--- src/rtl/bus_arbiter.sv ---
// bus_arbiter: shares the 8-bit data / 16-bit address memory bus between the
// CPU and the DMA/video requester. The grant is registered and ties are broken
// round-robin. One dead cycle is forced between owners, and the DMA hold time
// is bounded while the CPU is waiting.
module bus_arbiter #(
    parameter int unsigned MAX_HOLD = 16,
    parameter int unsigned CNT_W    = 5
) (
    input  logic        clk,
    input  logic        reset,
    input  logic        cpu_req,
    input  logic [15:0] cpu_addr,
    input  logic        cpu_r,
    input  logic        cpu_w,
    input  logic [7:0]  cpu_wdata,
    output logic        cpu_gnt,
    input  logic        dma_req,
    input  logic [15:0] dma_addr,
    input  logic        dma_r,
    input  logic        dma_w,
    input  logic [7:0]  dma_wdata,
    output logic        dma_gnt,
    output logic [15:0] adress_bus,
    output logic        r,
    output logic        w,
    output logic [7:0]  wdata,
    output logic        drive,
    output logic        rw_err
);

    typedef enum logic [1:0] {
        S_IDLE = 2'd0,
        S_CPU  = 2'd1,
        S_DMA  = 2'd2,
        S_TURN = 2'd3
    } state_t;

    localparam logic [CNT_W-1:0] HOLD_LAST = CNT_W'(MAX_HOLD - 1);

    state_t           state;
    logic             last_dma;   // 1 when DMA held the most recent grant
    logic [CNT_W-1:0] hold_cnt;

    logic             pick_cpu_c;
    logic             pick_dma_c;
    logic             own_r_c;
    logic             own_w_c;

    // Round-robin choice used from IDLE and TURN
    always_comb begin
        pick_cpu_c = cpu_req && (!dma_req || last_dma);
        pick_dma_c = dma_req && (!cpu_req || !last_dma);
    end

    // Bus mux: an owner that has dropped its request drives nothing
    always_comb begin
        adress_bus = 16'h0000;
        wdata      = 8'h00;
        own_r_c    = 1'b0;
        own_w_c    = 1'b0;
        if (cpu_gnt && cpu_req) begin
            adress_bus = cpu_addr;
            wdata      = cpu_wdata;
            own_r_c    = cpu_r;
            own_w_c    = cpu_w;
        end else if (dma_gnt && dma_req) begin
            adress_bus = dma_addr;
            wdata      = dma_wdata;
            own_r_c    = dma_r;
            own_w_c    = dma_w;
        end
        r     = own_r_c;
        w     = own_w_c & ~own_r_c;
        drive = own_w_c & ~own_r_c;
    end

    // Grant FSM with registered grants, hold counter and sticky r/w conflict flag
    always_ff @(posedge clk) begin
        if (!reset) begin
            state    <= S_IDLE;
            cpu_gnt  <= 1'b0;
            dma_gnt  <= 1'b0;
            last_dma <= 1'b1;
            hold_cnt <= '0;
            rw_err   <= 1'b0;
        end else begin
            if (own_r_c && own_w_c) begin
                rw_err <= 1'b1;
            end
            case (state)
                S_IDLE, S_TURN: begin
                    if (pick_cpu_c) begin
                        state    <= S_CPU;
                        cpu_gnt  <= 1'b1;
                        dma_gnt  <= 1'b0;
                        last_dma <= 1'b0;
                    end else if (pick_dma_c) begin
                        state    <= S_DMA;
                        cpu_gnt  <= 1'b0;
                        dma_gnt  <= 1'b1;
                        last_dma <= 1'b1;
                        hold_cnt <= '0;
                    end else begin
                        state   <= S_IDLE;
                        cpu_gnt <= 1'b0;
                        dma_gnt <= 1'b0;
                    end
                end
                S_CPU: begin
                    if (!cpu_req) begin
                        state   <= S_TURN;
                        cpu_gnt <= 1'b0;
                    end
                end
                S_DMA: begin
                    if (!dma_req) begin
                        state    <= S_TURN;
                        dma_gnt  <= 1'b0;
                        hold_cnt <= '0;
                    end else if (cpu_req) begin
                        if (hold_cnt == HOLD_LAST) begin
                            state    <= S_TURN;
                            dma_gnt  <= 1'b0;
                            hold_cnt <= '0;
                        end else begin
                            hold_cnt <= hold_cnt + CNT_W'(1);
                        end
                    end else begin
                        hold_cnt <= '0;
                    end
                end
                default: begin
                    state   <= S_IDLE;
                    cpu_gnt <= 1'b0;
                    dma_gnt <= 1'b0;
                end
            endcase
        end
    end

    // Both grants are never active at the same time
    a_gnt_onehot: assert property (@(posedge clk) !(cpu_gnt && dma_gnt));

endmodule
--- config.mk ---
export PLATFORM = sky130hd
export DESIGN_NAME = bus_arbiter
export DESIGN_NICKNAME = d
export VERILOG_FILES = /design/src/rtl/bus_arbiter.sv
export SDC_FILE = /design/constraint.sdc
export NUM_CORES = 1
export LEC_CHECK = 0
export ABC_AREA = 1
export CORE_ASPECT_RATIO = 0.6
export CORE_UTILIZATION = 27
export DETAILED_ROUTE_END_ITERATION = 6
export GPL_ROUTABILITY_DRIVEN = 0
export PLACE_DENSITY = 0.74
export SLEW_MARGIN = 20
export SYNTH_ARGS = -nofsm -noshare
export SYNTH_HDL_FRONTEND = slang
export SYNTH_SLANG_ARGS = --single-unit
export TNS_END_PERCENT = 30
--- constraint.sdc ---
create_clock -name clk -period 1.13 [get_ports clk]
set_input_delay 0.113 -clock clk [delete_from_list [all_inputs] [get_ports clk]]
set_output_delay 0.113 -clock clk [all_outputs]
set_load 0.02 [all_outputs]
==> flow_metrics.py, run 1 <==
metrics = {
    "global_route": {
        "use_met1_pct": 26.53,
        "grt_antenna_before_repair": 0,
        "grtUsageMet3_pct": 5.049,
        "grt_max_degree": 15,
        "overflow": 0,
        "grt.busiest_layer": "met2",
        "grt_first_pass_wirelength_um": 6099,
        "gr-usage-met2_pct": 43.21,
        "grt_pass1_vias": 1259,
        "track_usage_pct": 22.39,
    },
    "timing": {
        "worst_slew_pin_slew_ps": 219.1,
        "setup_tns_ps": -9343,
        "drv_slew": 0,
        "fin_skew_ps": 3.605,
        "maxSlewHeadroom_pct": 85.45,
        "report.final.hold_viol_count": 0,
        "layout_setup_ws_ps": -371.9,
        "fin_crit_sh_pct": 132.9,
        "setup_violations": 36,
        "period_minus_slack_ps": 1502,
        "rsz0062_at_grt": "yes",
        "fmax_mhz": 665.8,
    },
    "logic_synthesis": {
        "syn_inst": 128,
        "avgSynthCellArea_sq_um": 7.136,
        "yosys.area_share.xor_xnor_pct": 0,
        "muxShareOfSynthArea_pct": 0,
        "synth_compound_area_share_pct": 31.51,
        "seq_area_frac_synth_pct": 24.11,
        "yosys.area_share.simple_pct": 28.77,
        "yosys.area_share.adder_pct": 4.110,
        "ys_seq_elements": 11,
        "synth.lib_cells_used.distinct": 21,
        "yosysWarnings": 0,
        "synth_area_sq_um": 913.4,
        "synth_top_family_by_area": "compound AO/OA/AOI/OAI gates",
        "syn-num-nets": 187,
    },
    "layout": {
        "finalInstanceArea_sq_mm": 0.002253,
        "seqCellArea_sq_um": 230.2,
        "multi_input_area_sq_um": 759.5,
        "nets": 296,
        "num-fill-cells": 226,
        "syn_to_final_growth_pct": 146.7,
        "drive_gt1_share_pct": 43.64,
        "n_antenna_cell": 0,
    },
    "floorplan": {
        "die_h_um": 47.05,
        "die_width_um": 77.09,
        "dieArea_sq_mm": 0.003627,
        "num_rows": 15,
        "core-area_sq_mm": 0.003040,
        "start_util_pct": 30.04,
        "boundaryPins": 86,
    },
    "cts": {
        "clk_latency_ps": 240,
        "ctsHtreeMaxLevel": 1,
        "clock_path_buffers": 2,
        "clockRootBuffer": "clkbuf_8",
        "path_clk_slew_ps": 60,
        "hold_buffers": 0,
        "cts_sinks": 11,
        "cts_tree": "built",
        "numCtsBuffers": 3,
    },
    "place": {
        "dp_hpwl_um": 3074,
        "dpl_cell_area_sq_mm": 0.002019,
        "numPortBuffers": 85,
    },
    "pwr": {
        "p_leak_nw": 1.042,
        "p_per_area_mw_per_mm2": 1676,
        "power_w": 0.003777,
        "peakVddDrop_v": 0.0009559,
    },
    "worst_setup_path": {
        "max_stage_delay_ps": 360,
        "crit_type": "reg2out",
        "arrival_ps": 1390,
        "path_common_cell": "buf_6",
        "worstPathMaxFanout": 5,
        "crit_path_end_kind": "primary output",
        "cp_cell_sequence": "nand2_4 -> inv_6 -> nor2_8 -> buf_6 -> buf_16 -> a22o_4 -> buf_6",
        "cp.required_ps": 1020,
        "startpoint_type": "flip-flop",
        "cpMaxStageDelayCell": "dfxtp_4",
    },
    "run": {
        "maxCapViolations": 0,
    },
    "drt": {
        "routed-via-count": 1329,
        "via_per_inst": 4.781,
        "avgRoutedWirePerCell_um": 15.50,
        "drtIter0Drc": 88,
        "drtAntennaViolNets": 0,
        "wl_um": 4309,
        "firstDrtPassIters": 4,
        "drc_errors": 0,
    },
    "outcome": {
        "status": "complete, but fails checks",
        "violations": "setup timing",
    },
    "worst_hold_path": {
        "hp-class": "in2reg",
    },
}
-- cells by family after synthesis --
family / after synthesis
and+or+nand+nor: 55
buffers and inverters: 20
AOI/OAI and AO/OA: 39
DFF: 11
adders and majority gates: 3
-- report_power, final --
group / total [W] / internal, W / switching, W
clock network: 0.000415 / 0.000249 / 0.000166
registers: 0.000576 / 0.000494 / 0.0000822
logic: 0.00278 / 0.00140 / 0.00138
-- cell usage after synthesis (all sizes together) --
cell type  instances  share of area [%]
inv               14                6.0
nor3               1               0.55
ha                 3                4.1
nand3              7                3.8
nand4              1               0.69
nor2              13                7.4
a22o              24                 23
buf                5                4.9
nand2             33                 16
a21oi             12                6.6
clkbuf             1               0.55
o211ai             1               0.82
dfxtp             11                 24
o21ai              2                1.1
-- cell type report --
class,instances,area share (%)
repair buffers,110,49.08
multi-input cells,97,33.70
flip-flops and latches,11,10.22
inverters,14,2.665
well taps,42,2.332
clock buffers,4,1.999
-- worst max-delay path: cells and delay by family, from the launching register on --
| family | cells | cell delay [ps] |
|---|---|---|
| and+or+nand+nor | 2 | 90 |
| buffers and inverters | 4 | 470 |
| DFF | 1 | 360 |
| AOI/OAI and AO/OA | 1 | 220 |
-- flip-flops by register name (all words and copies together) (netlist names) --
name	flops
rw_err	1
state	2
hold_cnt	5
dma_gnt	1
cpu_gnt	1
last_dma	1
-- what timing repair did --
action,in CTS,in global routing
setup buffers,5,0
pin swaps,5,9
cloned,1,0
endpoints found under the setup margin,41,40
resized for setup,168,31
-- placed cells by master (no fill, tap or decap), drive strengths merged --
cell type	n
nand3	7
buf	52
a22o	24
o211ai	1
dlymetal6s2s	1
inv	14
clkbuf	6
dlygate4sd2	2
nand2	33
dfxtp	11
nand4	1
nor3	1
clkdlybuf4s50	53
a21oi	12
nor2	13
ha	3
o21ai	2
-- metrics by stage --
step / hold slack [ps] / util (%) / cells / setup slack [ps]
after floorplan: 283.3 / - / 128 / -89.56
after global placement: 454.0 / 66.42 / 268 / -820.5
after detailed placement: 458.3 / 66.42 / 268 / -849.4
after CTS: 466.4 / 71.36 / 278 / -392.5
final: 460.4 / 74.12 / 278 / -371.9
after global routing: 469.4 / 74.12 / 278 / -413.4
-- routing by layer --
metal  share of wire, %  vias to the layer above  wire [um]
met5                  0                        -          0
met4                1.0                        0         45
met3                4.0                        4        173
met2                 55                       38       2350
met1                 40                      628       1739
li1                   -                      659          -
-- worst paths after layout --
kind,start,endpoint,slack [ps],depth (start not counted)
max,cpu_gnt$_SDFFE_PN0P_,adress_bus[14],-370,7
min,dma_req,last_dma$_SDFFE_PN1P_,460,4
max reg2reg,hold_cnt[0]$_SDFFE_PN0P_,state[1]$_SDFFE_PN0P_,-110,8
min reg2reg,hold_cnt[4]$_SDFFE_PN0P_,hold_cnt[4]$_SDFFE_PN0P_,500,2
(Power assumes the default switching activity.)
==> run 2, diff against run 1 <==
Settings changed: GPL_TIMING_DRIVEN set to 0.
==> run 2 against run 1 <==
Compared with the run above: the run still ends with setup timing left; sequential share of layout area is 0.83 points higher; wire length down 6.2%; worst setup slack worse by 17 ps; clock skew is essentially flat; flip-flop and latch count did not move; non-clock buffer count decreased by 10; critical path depth up 2; cell count decreased by 2.9%; critical path type unchanged; critical endpoint is now w; largest cell class unchanged.
==> flow_metrics.py, run 2 (same netlist as run 1, synthesis figures left out) <==
metrics = {
    "pwr": {
        "p_switching_w": 0.001531,
        "p_per_area_mw_per_mm2": 1665,
        "peakVddDrop_v": 0.0009212,
        "power_w": 0.003546,
        "p_sw_share_pct": 43.18,
        "p_int_w": 0.002015,
        "p_leak_nw": 0.9874,
        "seqPwrFrac_pct": 16.5,
        "clkPwrFrac_pct": 11.6,
        "pwr-share-comb_pct": 71.9,
    },
    "worst_setup_path": {
        "crit_type": "reg2out",
        "startpoint_type": "flip-flop",
        "max_stage_delay_ps": 350,
        "r2r_start": "state[0]$_SDFFE_PN0P_",
        "crit_family": "buffers and inverters",
        "r2r_cells": 8,
        "rrSetupSlack_ps": -110,
        "cpMaxStageDelayCell": "dfxtp_4",
        "cp_cell_sequence": "nand2_4 -> inv_6 -> buf_12 -> nor2_4 -> nand2_2 -> nand2_4 -> a21oi_4 -> buf_6 -> buf_6",
        "worstPathMaxFanout": 4,
        "worstPathBufferInverterCount": 4,
        "r2r-end": "hold_cnt[1]$_SDFFE_PN0P_",
        "arrival_ps": 1410,
        "crit_path_end_kind": "primary output",
        "cp.required_ps": 1020,
    },
    "floorplan": {
        "start_util_pct": 30.04,
        "die_width_um": 77.09,
        "dieArea_sq_mm": 0.003627,
        "die_h_um": 47.05,
        "core-area_sq_mm": 0.003040,
        "boundaryPins": 86,
        "num_rows": 15,
    },
    "cts": {
        "numCtsBuffers": 3,
        "path_clk_slew_ps": 50,
        "clock_path_buffers": 2,
        "ctsHtreeMaxLevel": 1,
        "clk_latency_ps": 240,
        "cts_tree": "built",
        "cts_sinks": 11,
        "clockRootBuffer": "clkbuf_8",
        "hold_buffers": 0,
    },
    "global_route": {
        "grt_antenna_before_repair": 0,
        "overflow": 0,
        "grt_pass1_vias": 1210,
        "track_usage_pct": 20.80,
        "grt_first_pass_wirelength_um": 5823,
        "grt_max_degree": 11,
    },
    "timing": {
        "holdWs_ps": 184.9,
        "maxSlewHeadroom_pct": 77.57,
        "drv_slew": 0,
        "rsz0062_at_grt": "yes",
        "worst_slew_pin_slew_ps": 336.4,
        "report.final.hold_viol_count": 0,
        "period_minus_slack_ps": 1519,
        "fin_crit_sh_pct": 134.4,
        "fmax_mhz": 658.3,
        "layout_setup_ws_ps": -389.1,
        "fin_skew_ps": 3.133,
        "setup_violations": 37,
    },
    "layout": {
        "largest_register_ffs": 5,
        "layout_common_cells": "52 x clkdlybuf4s50_1, 28 x buf_6, 24 x nand2_1",
        "finalInstanceArea_sq_mm": 0.002130,
        "utilization_pct": 70.04,
        "regMostFlops": "hold_cnt",
        "nets": 288,
        "n_antenna_cell": 0,
        "syn_to_final_growth_pct": 133.2,
        "reg.largest.list": "hold_cnt x5, state x2",
        "layout_commonest_cell": "clkdlybuf4s50_1",
        "drive_gt1_share_pct": 34.21,
    },
    "drt": {
        "drc_errors": 0,
        "drtAntennaViolNets": 0,
        "via_per_inst": 4.796,
        "avgRoutedWirePerCell_um": 14.97,
        "routed-via-count": 1295,
        "drtIter0Drc": 69,
        "firstDrtPassIters": 4,
        "wl_um": 4042,
    },
    "worst_hold_path": {
        "whs_endpoint": "last_dma$_SDFFE_PN1P_",
        "hp-class": "in2reg",
        "worstHoldStart": "reset",
        "min_path_cells": 2,
    },
    "place": {
        "post-place-ws_ps": -988.2,
        "dpl_cell_area_sq_mm": 0.001896,
        "numPortBuffers": 84,
        "dp_hpwl_um": 2904,
    },
    "outcome": {
        "status": "complete, but fails checks",
        "violations": "setup timing",
    },
    "run": {
        "maxCapViolations": 0,
    },
}
## run 2: cell types whose count changed in the layout (fill, tap and decap cells not counted), moves of 2 or more
cell | previous run | this run
nand2_1 | 21 | 24
inv_1 | 8 | 12
nor2_1 | 8 | 10
dlygate4sd2_1 | 2 | 4
dfxtp_4 | 1 | 3
a21oi_1 | 6 | 11
dfxtp_2 | 5 | 3
inv_2 | 4 | 2
buf_4 | 18 | 9
buf_6 | 26 | 28
nand2_2 | 7 | 5
buf_2 | 4 | 2
a21oi_2 | 5 | 0
## run 2: routing by layer
metal | track usage, % | vias up | share of wire, %
met1 | 24.74 | 596 | 40
met2 | 40.89 | 47 | 54
met5 | 0 | - | 0
li1 | - | 648 | -
met3 | 4.466 | 4 | 4.7
met4 | 3.396 | 0 | 0.72
## run 2: worst register-to-register path, cell delays in order (launching register included)
cell and delay, ps:
dfxtp_2 320, inv_1 80, ha_4 140, nand2_1 50, inv_1 90, nand2_1 100, nor2_2 170, nand3_1 90
a21oi_1 120
## run 2: how the worst max path moves through the flow
| stage | start | end | slack [ps] | cells after the start |
|---|---|---|---|---|
| 4_1_cts | cpu_gnt$_SDFFE_PN0P_ | adress_bus[13] | -400 | 7 |
| 2_1_floorplan | dma_gnt$_SDFFE_PN0P_ | w | -90 | 5 |
| 3_3_place_gp | cpu_req | w | -980 | 9 |
| 3_5_place_dp | cpu_req | w | -990 | 9 |
| 6_report | cpu_gnt$_SDFFE_PN0P_ | w | -390 | 9 |
| 5_1_grt | cpu_gnt$_SDFFE_PN0P_ | w | -440 | 9 |
## run 2: power by group through the flow
stage | clock network, W | registers [W] | logic (W)
after floorplan | 0 | 0.000587 | 0.00132
after global placement | 0 | 0.000557 | 0.00214
after detailed placement | 0 | 0.000566 | 0.00218
after CTS | 0.000413 | 0.000578 | 0.00246
after global routing | 0.000428 | 0.000598 | 0.00271
final | 0.000413 | 0.000584 | 0.00255
## run 2: area by class of cell
class | instances | area (sq um)
repair buffers | 96 | 975.9
fillers | 232 | 910.9
multi-input cells | 98 | 716.9
flip-flops and latches | 11 | 235.2
inverters | 14 | 57.56
well taps | 42 | 52.55
clock buffers | 4 | 45.04
plain buffers | 4 | 42.54
repair inverters | 1 | 3.754
## run 2: through the flow
stage | instances | setup TNS, ps
global route | 270 | -11290
detailed placement | 254 | -27040
finish | 270 | -9110
global placement | 254 | -26280
floorplan | 128 | -860.4
CTS | 269 | -9540
## run 2: timing repair
item | CTS | global route
pin swaps | 5 | 3
gates resized for setup | 167 | 16
cloned | 4 | 0
setup buffers | 8 | 3
setup endpoints to repair | 40 | 37
==> run 3, diff against run 2 <==
Settings changed: PLACE_DENSITY 0.74 to 0.76, SLEW_MARGIN 20 to unset.
==> run 3 against run 2 <==
Compared with the run above: the flow still finishes with violations (setup timing); sequential power rose by 0.9%; first-iteration DRC count fell by 13%; flip-flop and latch count is the same; combinational power about the same; core utilization down 0.21 points; register-to-register slack lost 70 ps; clock skew barely moved; hold slack got worse by 0.71 ps; highest routed layer unchanged.
==> flow_metrics.py, run 3 (same netlist as run 1, synthesis figures left out) <==
metrics = {
    "cts": {
        "path_clk_slew_ps": 50,
        "cts_sinks": 11,
        "clock_path_buffers": 2,
        "ctsHtreeMaxLevel": 1,
        "clk_latency_ps": 240,
        "numCtsBuffers": 3,
        "hold_buffers": 0,
        "cts_tree": "built",
        "clockRootBuffer": "clkbuf_8",
    },
    "timing": {
        "report.final.hold_viol_count": 0,
        "fin_crit_sh_pct": 134.2,
        "fin_skew_ps": 3.496,
        "worst_slew_pin_slew_ps": 320.6,
        "setup_tns_ps": -10420,
        "rsz0062_at_grt": "yes",
        "maxSlewHeadroom_pct": 78.63,
        "period_minus_slack_ps": 1516,
        "fmax_mhz": 659.5,
        "layout_setup_ws_ps": -386.2,
        "holdWs_ps": 184.2,
        "setup_violations": 36,
        "drv_slew": 0,
    },
    "layout": {
        "num-fill-cells": 239,
        "reg.largest.list": "hold_cnt x5, state x2",
        "syn_to_final_growth_pct": 132.5,
        "nets": 285,
        "layout_commonest_cell": "clkdlybuf4s50_1",
        "finish.cell_count_without_fillers": 267,
        "drive_gt1_share_pct": 34.22,
        "regMostFlops": "hold_cnt",
        "largest_register_ffs": 5,
        "n_antenna_cell": 0,
        "layout_common_cells": "52 x clkdlybuf4s50_1, 26 x buf_6, 24 x nand2_1",
    },
    "drt": {
        "routed-via-count": 1288,
        "via_per_inst": 4.824,
        "drtAntennaViolNets": 0,
        "wl_um": 3959,
        "drtIter0Drc": 60,
        "firstDrtPassIters": 4,
        "avgRoutedWirePerCell_um": 14.83,
        "drc_errors": 0,
    },
    "place": {
        "numPortBuffers": 84,
        "dp_hpwl_um": 3083,
        "dp_cells": 254,
        "post-place-ws_ps": -987.2,
    },
    "floorplan": {
        "boundaryPins": 86,
        "die_h_um": 47.05,
        "num_rows": 15,
        "start_util_pct": 30.04,
        "dieArea_sq_mm": 0.003627,
        "die_width_um": 77.09,
        "core-area_sq_mm": 0.003040,
    },
    "worst_setup_path": {
        "crit_family": "buffers and inverters",
        "startpoint_type": "flip-flop",
        "r2r_cells": 7,
        "r2r_start": "state[0]$_SDFFE_PN0P_",
        "max_stage_delay_ps": 360,
        "crit_type": "reg2out",
        "r2r-end": "cpu_gnt$_SDFFE_PN0P_",
        "crit_path_end_kind": "primary output",
        "cp.required_ps": 1020,
        "cpMaxStageDelayCell": "dfxtp_4",
        "arrival_ps": 1400,
        "rrSetupSlack_ps": -180,
        "worstPathBufferInverterCount": 4,
        "cp_cell_sequence": "nand2_4 -> inv_6 -> nor2_8 -> buf_12 -> buf_8 -> a22o_4 -> buf_6",
        "worstPathMaxFanout": 5,
    },
    "worst_hold_path": {
        "hp-class": "in2reg",
        "worstHoldStart": "reset",
        "whs_endpoint": "last_dma$_SDFFE_PN1P_",
        "min_path_cells": 2,
    },
    "global_route": {
        "overflow": 0,
        "grt_first_pass_wirelength_um": 5706,
        "grt_max_degree": 11,
        "grt_antenna_before_repair": 0,
        "grt_pass1_vias": 1181,
        "track_usage_pct": 20.88,
    },
    "run": {
        "maxCapViolations": 0,
    },
    "pwr": {
        "p_per_area_mw_per_mm2": 1660,
        "power_w": 0.003526,
        "p_leak_nw": 0.9930,
        "peakVddDrop_v": 0.001156,
    },
    "outcome": {
        "violations": "setup timing",
        "status": "complete, but fails checks",
    },
}
run 3: cell count changes in the layout (fill, tap and decap cells not counted), moves of 2 or more:
| cell | delta |
|---|---|
| inv_4 | +2 |
| nand2_2 | -2 |
| inv_2 | -2 |
| nand2_4 | +2 |
| buf_6 | -2 |
run 3: per-layer routing:
layer  vias up  GRT usage [%]  share of wire, %
met1       602          24.74                41
li1        642              -                 -
met5         -              0                 0
met3         5          5.437               4.9
met4         0          3.396              0.71
met2        39          40.36                54
run 3: worst reg2reg max path, cell delays in order, from the launching register on:
cell     delay [ps]
dfxtp_2         340
inv_1            70
ha_4            300
inv_1            70
a21oi_1         200
o21ai_0         110
nand2_1          70
nor2_1           40
run 3: layout make-up:
type                    instances  area, sq um  area share [%]
plain buffers                   6        61.31           2.887
clock buffers                   3        41.29           1.945
clock inverters                 1        5.005          0.2357
inverters                      14        60.06           2.829
multi-input cells              98        720.7           33.94
flip-flops and latches         11        235.2           11.08
well taps                      42        52.55           2.475
repair buffers                 91        940.9           44.31
repair inverters                1        6.256          0.2946
run 3: worst max path at each step:
stage / slack, ps / cells after the start / from / endpoint
2_1_floorplan: -90 / 5 / dma_gnt$_SDFFE_PN0P_ / w
3_3_place_gp: -960 / 9 / cpu_req / w
3_5_place_dp: -990 / 9 / cpu_req / w
4_1_cts: -400 / 7 / cpu_gnt$_SDFFE_PN0P_ / adress_bus[10]
5_1_grt: -450 / 9 / cpu_gnt$_SDFFE_PN0P_ / w
6_report: -390 / 7 / cpu_gnt$_SDFFE_PN0P_ / adress_bus[10]
run 3: power breakdown:
group / leakage (nW) / total (W) / switching (W) / internal, W
sequential: 0.0930 / 0.000589 / 0.0000913 / 0.000497
clock: 0.0255 / 0.000408 / 0.000165 / 0.000243
combinational: 0.875 / 0.00253 / 0.00127 / 0.00126
total: 0.993 / 0.00353 / 0.00152 / 0.00200
run 3: metrics by stage:
step | util [%] | instance area, sq um
6_report | 69.84 | 2123
5_1_grt | 69.84 | 2123
4_1_cts | 68.31 | 2077
3_5_place_dp | 62.35 | 1896
3_3_place_gp | 62.35 | 1896
2_1_floorplan | - | 1002
run 3: repair_timing:
| action | 4_1_cts | 5_1_grt |
|---|---|---|
| setup endpoints to repair | 40 | 37 |
| pin swaps | 5 | 3 |
| endpoints found under the hold margin | 0 | 0 |
| setup buffers | 3 | 2 |
| gates resized for setup | 173 | 10 |
| cloned | 4 | 0 |
